[src/rtl/regfile_wb_arbiter_pkg.sv]
// -----------------------------------------------------------------------------
// regfile_wb_arbiter_pkg
//   Shared definitions for the register-file writeback arbiter:
//   bus widths, register-file geometry, the arbiter state encoding
//   and small index helpers.
// -----------------------------------------------------------------------------
package regfile_wb_arbiter_pkg;

    // Bus widths used on the writeback / decode ports.
    localparam int V8  = 8;
    localparam int V32 = 32;

    // Register-file geometry: 32 architectural registers, 5-bit index.
    localparam int REG_COUNT = 32;
    localparam int REG_IDX_W = 5;

    typedef logic [REG_IDX_W-1:0] reg_idx_t;
    typedef logic [REG_COUNT-1:0] reg_mask_t;

    // Which requester won the most recent grant.
    typedef enum logic {
        LAST_ALU = 1'b0,
        LAST_MEM = 1'b1
    } arb_state_t;

    // One-hot mask for a register index.
    function automatic reg_mask_t idx_mask(input reg_idx_t idx);
        reg_mask_t m;
        m      = '0;
        m[idx] = 1'b1;
        return m;
    endfunction

endpackage : regfile_wb_arbiter_pkg

[src/rtl/regfile_wb_arbiter_if.sv]
// -----------------------------------------------------------------------------
// regfile_wb_arbiter_if
//   Bundles every non-clock signal of the writeback arbiter.
//     ALU writeback : alu_valid, alu_rd, alu_data -> alu_ready
//     MEM writeback : mem_valid, mem_rd, mem_data -> mem_ready
//     Decode        : issue_valid, issue_rd, q_r1, q_r2 -> stall
//     Bank write    : wr_enable, wr_rw, wr_data
//     Status        : pending, wb_count
//   master = the pipeline side driving requests; slave = the arbiter.
// -----------------------------------------------------------------------------
interface regfile_wb_arbiter_if;
    import regfile_wb_arbiter_pkg::*;

    logic           alu_valid;
    logic [V8-1:0]  alu_rd;
    logic [V32-1:0] alu_data;
    logic           alu_ready;

    logic           mem_valid;
    logic [V8-1:0]  mem_rd;
    logic [V32-1:0] mem_data;
    logic           mem_ready;

    logic           issue_valid;
    logic [V8-1:0]  issue_rd;
    logic [V8-1:0]  q_r1;
    logic [V8-1:0]  q_r2;
    logic           stall;

    logic           wr_enable;
    logic [V8-1:0]  wr_rw;
    logic [V32-1:0] wr_data;

    logic [V32-1:0] pending;
    logic [V32-1:0] wb_count;

    modport master (
        output alu_valid, alu_rd, alu_data,
        output mem_valid, mem_rd, mem_data,
        output issue_valid, issue_rd, q_r1, q_r2,
        input  alu_ready, mem_ready, stall,
        input  wr_enable, wr_rw, wr_data, pending, wb_count
    );

    modport slave (
        input  alu_valid, alu_rd, alu_data,
        input  mem_valid, mem_rd, mem_data,
        input  issue_valid, issue_rd, q_r1, q_r2,
        output alu_ready, mem_ready, stall,
        output wr_enable, wr_rw, wr_data, pending, wb_count
    );

endinterface : regfile_wb_arbiter_if

[src/rtl/regfile_wb_arbiter_scoreboard.sv]
// -----------------------------------------------------------------------------
// regfile_scoreboard
//   Outstanding-write mask for the register file plus a two-port stall lookup.
//     clock, reset_n     : clock, async active-low reset
//     set_en, set_idx    : an issuing instruction will write set_idx
//     clr_en, clr_idx    : a writeback for clr_idx commits this edge
//     q_idx1, q_idx2     : source registers queried by decode
//     pending            : bit i set while register i has a write in flight
//     stall              : either queried source is pending
//   Register 0 is hard-wired and never pending. When set and clear hit the
//   same index on one edge, the set wins: it belongs to a younger producer.
// -----------------------------------------------------------------------------
module regfile_scoreboard
    import regfile_wb_arbiter_pkg::*;
(
    input  logic      clock,
    input  logic      reset_n,
    input  logic      set_en,
    input  reg_idx_t  set_idx,
    input  logic      clr_en,
    input  reg_idx_t  clr_idx,
    input  reg_idx_t  q_idx1,
    input  reg_idx_t  q_idx2,
    output reg_mask_t pending,
    output logic      stall
);

    reg_mask_t pending_q;
    reg_mask_t pending_d;
    reg_mask_t set_mask;
    reg_mask_t clr_mask;

    always_comb begin
        // NOTE: every always_comb output gets a default first so no path
        // leaves it unassigned; otherwise synthesis infers a latch.
        set_mask  = '0;
        clr_mask  = '0;
        pending_d = pending_q;

        if (set_en) set_mask = idx_mask(set_idx);
        if (clr_en) clr_mask = idx_mask(clr_idx);

        // Clear first, then set, so a same-index collision leaves the bit set.
        pending_d    = (pending_q & ~clr_mask) | set_mask;
        pending_d[0] = 1'b0;
    end

    always_ff @(posedge clock or negedge reset_n) begin
        // NOTE: sequential state uses non-blocking assignments so every flop
        // samples pre-edge values regardless of block ordering.
        if (!reset_n) pending_q <= '0;
        else          pending_q <= pending_d;
    end

    assign pending = pending_q;
    assign stall   = pending_q[q_idx1] | pending_q[q_idx2];

endmodule : regfile_scoreboard

[src/rtl/regfile_wb_arbiter.sv]
// -----------------------------------------------------------------------------
// regfile_wb_arbiter
//   Arbitrates ALU and MEM writeback requests onto the single register-bank
//   write port and tracks outstanding writes for decode stall detection.
//     clock    : single clock, posedge
//     reset_n  : async active-low reset
//     bus      : regfile_wb_arbiter_if.slave (requests, decode, write port,
//                status)
//   RR_ENABLE = 1 alternates between requesters on conflict; 0 always
//   prefers MEM. Ready is combinational (same-cycle grant); the bank write
//   is registered and appears the cycle after the grant. Destination
//   register 0 is consumed but never written.
// -----------------------------------------------------------------------------
module regfile_wb_arbiter
    import regfile_wb_arbiter_pkg::*;
#(
    parameter bit RR_ENABLE = 1'b1
) (
    input  logic                 clock,
    input  logic                 reset_n,
    regfile_wb_arbiter_if.slave  bus
);

    // -------------------------------------------------------------------------
    // Index extraction; bits [7:5] of every register index are don't-care.
    // -------------------------------------------------------------------------
    reg_idx_t alu_idx;
    reg_idx_t mem_idx;
    reg_idx_t issue_idx;
    reg_idx_t q1_idx;
    reg_idx_t q2_idx;

    assign alu_idx   = bus.alu_rd[REG_IDX_W-1:0];
    assign mem_idx   = bus.mem_rd[REG_IDX_W-1:0];
    assign issue_idx = bus.issue_rd[REG_IDX_W-1:0];
    assign q1_idx    = bus.q_r1[REG_IDX_W-1:0];
    assign q2_idx    = bus.q_r2[REG_IDX_W-1:0];

    logic unused_idx_bits;
    assign unused_idx_bits = ^{bus.alu_rd[V8-1:REG_IDX_W], bus.mem_rd[V8-1:REG_IDX_W],
                               bus.issue_rd[V8-1:REG_IDX_W], bus.q_r1[V8-1:REG_IDX_W],
                               bus.q_r2[V8-1:REG_IDX_W]};

    // -------------------------------------------------------------------------
    // Arbiter: state register + next-state / grant logic.
    // -------------------------------------------------------------------------
    arb_state_t state_q;
    arb_state_t state_d;
    logic       grant_alu;
    logic       grant_mem;

    always_ff @(posedge clock or negedge reset_n) begin
        // LAST_ALU after reset hands the first conflict to MEM.
        if (!reset_n) state_q <= LAST_ALU;
        else          state_q <= state_d;
    end

    always_comb begin
        grant_alu = 1'b0;
        grant_mem = 1'b0;
        state_d   = state_q;

        if (bus.alu_valid && bus.mem_valid) begin
            if (RR_ENABLE && (state_q == LAST_MEM)) grant_alu = 1'b1;
            else                                    grant_mem = 1'b1;
        end else if (bus.alu_valid) begin
            grant_alu = 1'b1;
        end else if (bus.mem_valid) begin
            grant_mem = 1'b1;
        end

        if (grant_alu)      state_d = LAST_ALU;
        else if (grant_mem) state_d = LAST_MEM;
    end

    // Ready is held low while reset is asserted, even if a request is present.
    assign bus.alu_ready = grant_alu & reset_n;
    assign bus.mem_ready = grant_mem & reset_n;

    // -------------------------------------------------------------------------
    // Granted request selection.
    // -------------------------------------------------------------------------
    logic           grant_any;
    reg_idx_t       sel_idx;
    logic [V32-1:0] sel_data;
    logic           commit;

    assign grant_any = grant_alu | grant_mem;
    assign sel_idx   = grant_mem ? mem_idx      : alu_idx;
    assign sel_data  = grant_mem ? bus.mem_data : bus.alu_data;
    assign commit    = grant_any && (sel_idx != '0);

    // -------------------------------------------------------------------------
    // Registered write port and commit counter.
    // -------------------------------------------------------------------------
    logic           wr_enable_q;
    reg_idx_t       wr_idx_q;
    logic [V32-1:0] wr_data_q;
    logic [V32-1:0] wb_count_q;

    always_ff @(posedge clock or negedge reset_n) begin
        if (!reset_n) begin
            wr_enable_q <= 1'b0;
            wr_idx_q    <= '0;
            wr_data_q   <= '0;
            wb_count_q  <= '0;
        end else begin
            wr_enable_q <= commit;
            if (commit) begin
                wr_idx_q   <= sel_idx;
                wr_data_q  <= sel_data;
                // Counted on the same edge that raises wr_enable, so the count
                // already includes the write visible on the port. Wraps freely.
                wb_count_q <= wb_count_q + 32'd1;
            end
        end
    end

    assign bus.wr_enable = wr_enable_q;
    assign bus.wr_rw     = {{(V8-REG_IDX_W){1'b0}}, wr_idx_q};
    assign bus.wr_data   = wr_data_q;
    assign bus.wb_count  = wb_count_q;

    // -------------------------------------------------------------------------
    // Scoreboard: issue sets, grant clears (bank forwarding covers the
    // commit cycle, so clearing at the grant edge is safe).
    // -------------------------------------------------------------------------
    reg_mask_t sb_pending;
    logic      sb_stall;

    regfile_scoreboard u_scoreboard (
        .clock   (clock),
        .reset_n (reset_n),
        .set_en  (bus.issue_valid),
        .set_idx (issue_idx),
        .clr_en  (grant_any),
        .clr_idx (sel_idx),
        .q_idx1  (q1_idx),
        .q_idx2  (q2_idx),
        .pending (sb_pending),
        .stall   (sb_stall)
    );

    assign bus.pending = sb_pending;
    assign bus.stall   = sb_stall;

endmodule : regfile_wb_arbiter

[src/flat_wrapper.sv]
// flat-port wrapper written by rule: the top's interface ports become plain ports
module regfile_wb_arbiter_flat import regfile_wb_arbiter_pkg::*;
#(
    parameter bit RR_ENABLE = 1'b1
)
  (clock, reset_n, bus_alu_valid, bus_alu_rd, bus_alu_data, bus_mem_valid, bus_mem_rd, bus_mem_data, bus_issue_valid, bus_issue_rd, bus_q_r1, bus_q_r2, bus_alu_ready, bus_mem_ready, bus_stall, bus_wr_enable, bus_wr_rw, bus_wr_data, bus_pending, bus_wb_count);
  regfile_wb_arbiter_if bus_i ();
  input  logic clock;
  input  logic reset_n;
  input wire logic [$bits(bus_i.alu_valid)-1:0] bus_alu_valid;
  input wire logic [$bits(bus_i.alu_rd)-1:0] bus_alu_rd;
  input wire logic [$bits(bus_i.alu_data)-1:0] bus_alu_data;
  input wire logic [$bits(bus_i.mem_valid)-1:0] bus_mem_valid;
  input wire logic [$bits(bus_i.mem_rd)-1:0] bus_mem_rd;
  input wire logic [$bits(bus_i.mem_data)-1:0] bus_mem_data;
  input wire logic [$bits(bus_i.issue_valid)-1:0] bus_issue_valid;
  input wire logic [$bits(bus_i.issue_rd)-1:0] bus_issue_rd;
  input wire logic [$bits(bus_i.q_r1)-1:0] bus_q_r1;
  input wire logic [$bits(bus_i.q_r2)-1:0] bus_q_r2;
  output wire logic [$bits(bus_i.alu_ready)-1:0] bus_alu_ready;
  output wire logic [$bits(bus_i.mem_ready)-1:0] bus_mem_ready;
  output wire logic [$bits(bus_i.stall)-1:0] bus_stall;
  output wire logic [$bits(bus_i.wr_enable)-1:0] bus_wr_enable;
  output wire logic [$bits(bus_i.wr_rw)-1:0] bus_wr_rw;
  output wire logic [$bits(bus_i.wr_data)-1:0] bus_wr_data;
  output wire logic [$bits(bus_i.pending)-1:0] bus_pending;
  output wire logic [$bits(bus_i.wb_count)-1:0] bus_wb_count;
  assign bus_i.alu_valid = bus_alu_valid;
  assign bus_i.alu_rd = bus_alu_rd;
  assign bus_i.alu_data = bus_alu_data;
  assign bus_i.mem_valid = bus_mem_valid;
  assign bus_i.mem_rd = bus_mem_rd;
  assign bus_i.mem_data = bus_mem_data;
  assign bus_i.issue_valid = bus_issue_valid;
  assign bus_i.issue_rd = bus_issue_rd;
  assign bus_i.q_r1 = bus_q_r1;
  assign bus_i.q_r2 = bus_q_r2;
  assign bus_alu_ready = bus_i.alu_ready;
  assign bus_mem_ready = bus_i.mem_ready;
  assign bus_stall = bus_i.stall;
  assign bus_wr_enable = bus_i.wr_enable;
  assign bus_wr_rw = bus_i.wr_rw;
  assign bus_wr_data = bus_i.wr_data;
  assign bus_pending = bus_i.pending;
  assign bus_wb_count = bus_i.wb_count;
  regfile_wb_arbiter #(.RR_ENABLE(RR_ENABLE)) u_core (.clock(clock), .reset_n(reset_n), .bus(bus_i));
endmodule
[config.mk]
export PLATFORM = sky130hd
export DESIGN_NAME = regfile_wb_arbiter_flat
export DESIGN_NICKNAME = d
export VERILOG_FILES = /design/src/rtl/regfile_wb_arbiter_pkg.sv /design/src/rtl/regfile_wb_arbiter_if.sv /design/src/rtl/regfile_wb_arbiter_scoreboard.sv /design/src/rtl/regfile_wb_arbiter.sv /design/src/flat_wrapper.sv
export SDC_FILE = /design/constraint.sdc
export NUM_CORES = 1
export LEC_CHECK = 0
export BUFFER_PORTS_ARGS = -buffer_cell sky130_fd_sc_hd__buf_2
export CORE_MARGIN = 4
export CORE_UTILIZATION = 30
export CTS_BUF_LIST = sky130_fd_sc_hd__clkbuf_16
export DETAILED_ROUTE_END_ITERATION = 12
export PLACE_DENSITY_LB_ADDON = 0.12
export REMOVE_ABC_BUFFERS = 1
export SETUP_SLACK_MARGIN = 0.02
export SKIP_CTS_REPAIR_TIMING = 1
export SLEW_MARGIN = 40
export SYNTH_ARGS = -nofsm -noshare
export SYNTH_HDL_FRONTEND = slang
export SYNTH_SLANG_ARGS = --single-unit
[constraint.sdc]
create_clock -name clock -period 2 [get_ports clock]
set_clock_uncertainty 0.1 [all_clocks]
set_input_delay 0.1 -clock clock [delete_from_list [all_inputs] [get_ports clock]]
set_output_delay 0.1 -clock clock [all_outputs]
set_load 0.03 [all_outputs]
==> impl_metrics.env <==
export IMPL_power_density_nw_per_um2=971
export IMPL_r2r_start="u_core.state_q"
export IMPL_antenna_found_initial=0
export IMPL_hold_path_class="in2reg"
export IMPL_insertion_delay_ns=0.36
export IMPL_drc_errors=0
export IMPL_postRouteAntennaNets=0
export IMPL_cp_max_fo=4
export IMPL_slew_viol_final=0
export IMPL_fin_nets=913
export IMPL_clk_pin_slew_ns=0.07
export IMPL_fin_crit_sh=1.08
export IMPL_r2r_cells=5
export IMPL_synth_distinct_cells=42
export IMPL_critPathCaptureType="output port"
export IMPL_utilization=0.448
export IMPL_start_kind="flip-flop"
export IMPL_die_area_um2=19800
export IMPL_port_buffer_count=197
export IMPL_p_leak_nw=3.62
export IMPL_cts_root_buf="clkbuf_16"
export IMPL_ys_warn_count=0
export IMPL_fin_crit_ns=2.17
export IMPL_diodes=0
export IMPL_max_cap_violations=0
export IMPL_hold_viol=5
export IMPL_synthArstFlopShare=1.00
export IMPL_arrival_ns=1.97
export IMPL_worstHoldEndpoint="u_core.bus.wr_data[8]"
export IMPL_synth_edf_count=0
export IMPL_ys_flop_type="dfrtp_1"
export IMPL_die_h_um=141
export IMPL_num_vias=4940
export IMPL_cts_tree="yes"
export IMPL_grt_max_degree=101
export IMPL_grt_pass1_vias=4813
export IMPL_syn_mean_instance_area_um2=10.1
export IMPL_drive_above_1_share=0.369
export IMPL_hold_depth=3
export IMPL_status="finished, violations left"
export IMPL_ys_seq_elements=102
export IMPL_finalInstanceArea_um2=7750
export IMPL_die_w_um=141
export IMPL_grt_ovfl_total=0
export IMPL_pin_count=217
export IMPL_fin_tns_setup_ns=-0.165
export IMPL_wirelength_um=17000
export IMPL_synth_seq_area_share=0.483
export IMPL_syn_inst=522
export IMPL_hpwl_um=12300
export IMPL_first_iter_violations=166
export IMPL_cts_num_sinks=102
export IMPL_vias_per_cell=4.78
export IMPL_start_util=0.305
export IMPL_layout_commonest_cell="buf_2"
export IMPL_cts_path_max_buffers=2
export IMPL_final_cell_mix="buf_2, dfrtp_1, o21ai_0"
export IMPL_r2r_setup_slack_ns=0.15
export IMPL_htree_levels=3
export IMPL_worstSetupPathType="reg2out"
export IMPL_r2r_end="u_core.bus.wb_count[22]"
export IMPL_hold_path_startpoint="bus_mem_data[8]"
export IMPL_hold_ws_ns=-0.0581
export IMPL_dr_pass1_iters=4
export IMPL_grt_pass1_wl_um=25800
export IMPL_placed_cell_area_um2=6610
export IMPL_grt_usage=0.163
export IMPL_relSlewSlack=0.633
export IMPL_coreArea_um2=17300
export IMPL_syn_cell_area_um2=5280
export IMPL_tightest_slew_ns=0.551
export IMPL_vdd_drop_max_v=0.000754
export IMPL_cp_required_ns=1.80
export IMPL_max_freq_mhz=462
export IMPL_violations="hold timing, setup timing"
export IMPL_pre_cts_ws_ns=0.0542
export IMPL_routedWlPerCell_um=16.5
export IMPL_cts_made_buffers=9
export IMPL_area_growth_pct=46.6
export IMPL_setup_violations=1
export IMPL_place_congestion=0.857
export IMPL_fin_ws_ns=-0.165
export IMPL_rsz0062_at_grt="yes"
export IMPL_row_count=48
==> per-layer routing <==
layer	wire length, um	track usage	share of wire	vias up
li1	-	-	-	2405
met1	6940	0.199	0.41	2370
met2	8760	0.280	0.51	134
met3	966	0.0472	0.057	31
met4	367	0.0459	0.022	0
met5	0	0	0	-
==> critical path, cell delays in order (launching register included) <==
cell	delay, ns
dfrtp_1	0.42
mux4_2	0.49
mux2_4	0.27
a31oi_1	0.16
o211ai_1	0.10
buf_4	0.18
==> report_power, final <==
part           switching [mW]  internal (mW)  leakage, nW
registers               0.419           2.49         1.22
logic                    1.81           1.12         2.27
clock network           0.834          0.861        0.137
total                    3.06           4.46         3.62
==> state kept, by name, indices dropped and copies added (netlist names) <==
| name | cells |
|---|---|
| u_core.u_scoreboard.pending | 31 |
| u_core.bus.wb_count | 32 |
| u_core.bus.wr_data | 32 |
| u_core.wr_idx_q | 5 |
| u_core.state_q | 1 |
| u_core.bus.wr_enable | 1 |
==> cell type report <==
cell class / instances / area, um^2
fillers: 1713 / 9550
flip-flops and latches: 102 / 2550
multi-input cells: 380 / 2670
clock inverters: 7 / 56.3
clock buffers: 9 / 225
repair buffers: 294 / 1900
well taps: 225 / 282
inverters: 16 / 60.1
==> kinds of logic after synthesis <==
logic type      Yosys count  synth area share
xor+xnor                 31            0.0514
mux                      62             0.149
simple gates            168             0.160
buf+inv                  43            0.0381
compound gates          114             0.115
fa+ha+maj                 1           0.00237
other cells               1          0.000710
flops                   102             0.483
==> cell usage after synthesis, types with 2 or more instances <==
library cell / count / share of area
dfrtp_1: 102 / 0.48
o21ai_0: 70 / 0.066
nand2_1: 65 / 0.046
mux2i_1: 45 / 0.085
nor2_1: 25 / 0.018
o21ai_1: 22 / 0.021
xor2_1: 21 / 0.035
nor3_1: 18 / 0.017
inv_1: 16 / 0.011
nand3_1: 16 / 0.015
buf_2: 14 / 0.013
mux4_2: 13 / 0.055
xnor2_1: 10 / 0.017
clkbuf_1: 8 / 0.0057
nand4_1: 8 / 0.0095
a21oi_1: 7 / 0.0066
nand2b_1: 6 / 0.0071
nand3b_1: 6 / 0.0085
nor4_1: 5 / 0.0059
o211ai_1: 5 / 0.0071
o22ai_1: 5 / 0.0059
buf_4: 4 / 0.0057
mux2_2: 4 / 0.0085
nor4_2: 4 / 0.0095
nor3b_1: 3 / 0.0043
or2_2: 2 / 0.0024
or3_1: 2 / 0.0024
or3b_2: 2 / 0.0033
==> worst max-delay path by stage <==
stage	cells after the start	from	endpoint	slack (ns)
2_1_floorplan	6	u_core.state_q	u_core.bus.wb_count[4]	-1.13
3_3_place_gp	5	u_core.state_q	u_core.u_scoreboard.pending[2]	0.09
3_5_place_dp	6	u_core.bus.wb_count[7]	u_core.bus.wb_count[21]	0.05
4_1_cts	5	u_core.u_scoreboard.pending[31]	bus_stall	-0.19
5_1_grt	6	u_core.u_scoreboard.pending[14]	bus_stall	-0.22
6_report	5	u_core.u_scoreboard.pending[30]	bus_stall	-0.17
==> through the flow <==
stage | total power, mW | hold slack, ns | instances
finish | 7.52 | -0.0581 | 1033
global route | 7.95 | 0.000904 | 1033
CTS | 7.35 | -0.557 | 957
global placement | 5.59 | -0.175 | 941
floorplan | 4.57 | -0.296 | 498
detailed placement | 5.62 | -0.171 | 941
No activity file was read; power rests on OpenSTA's default activity.
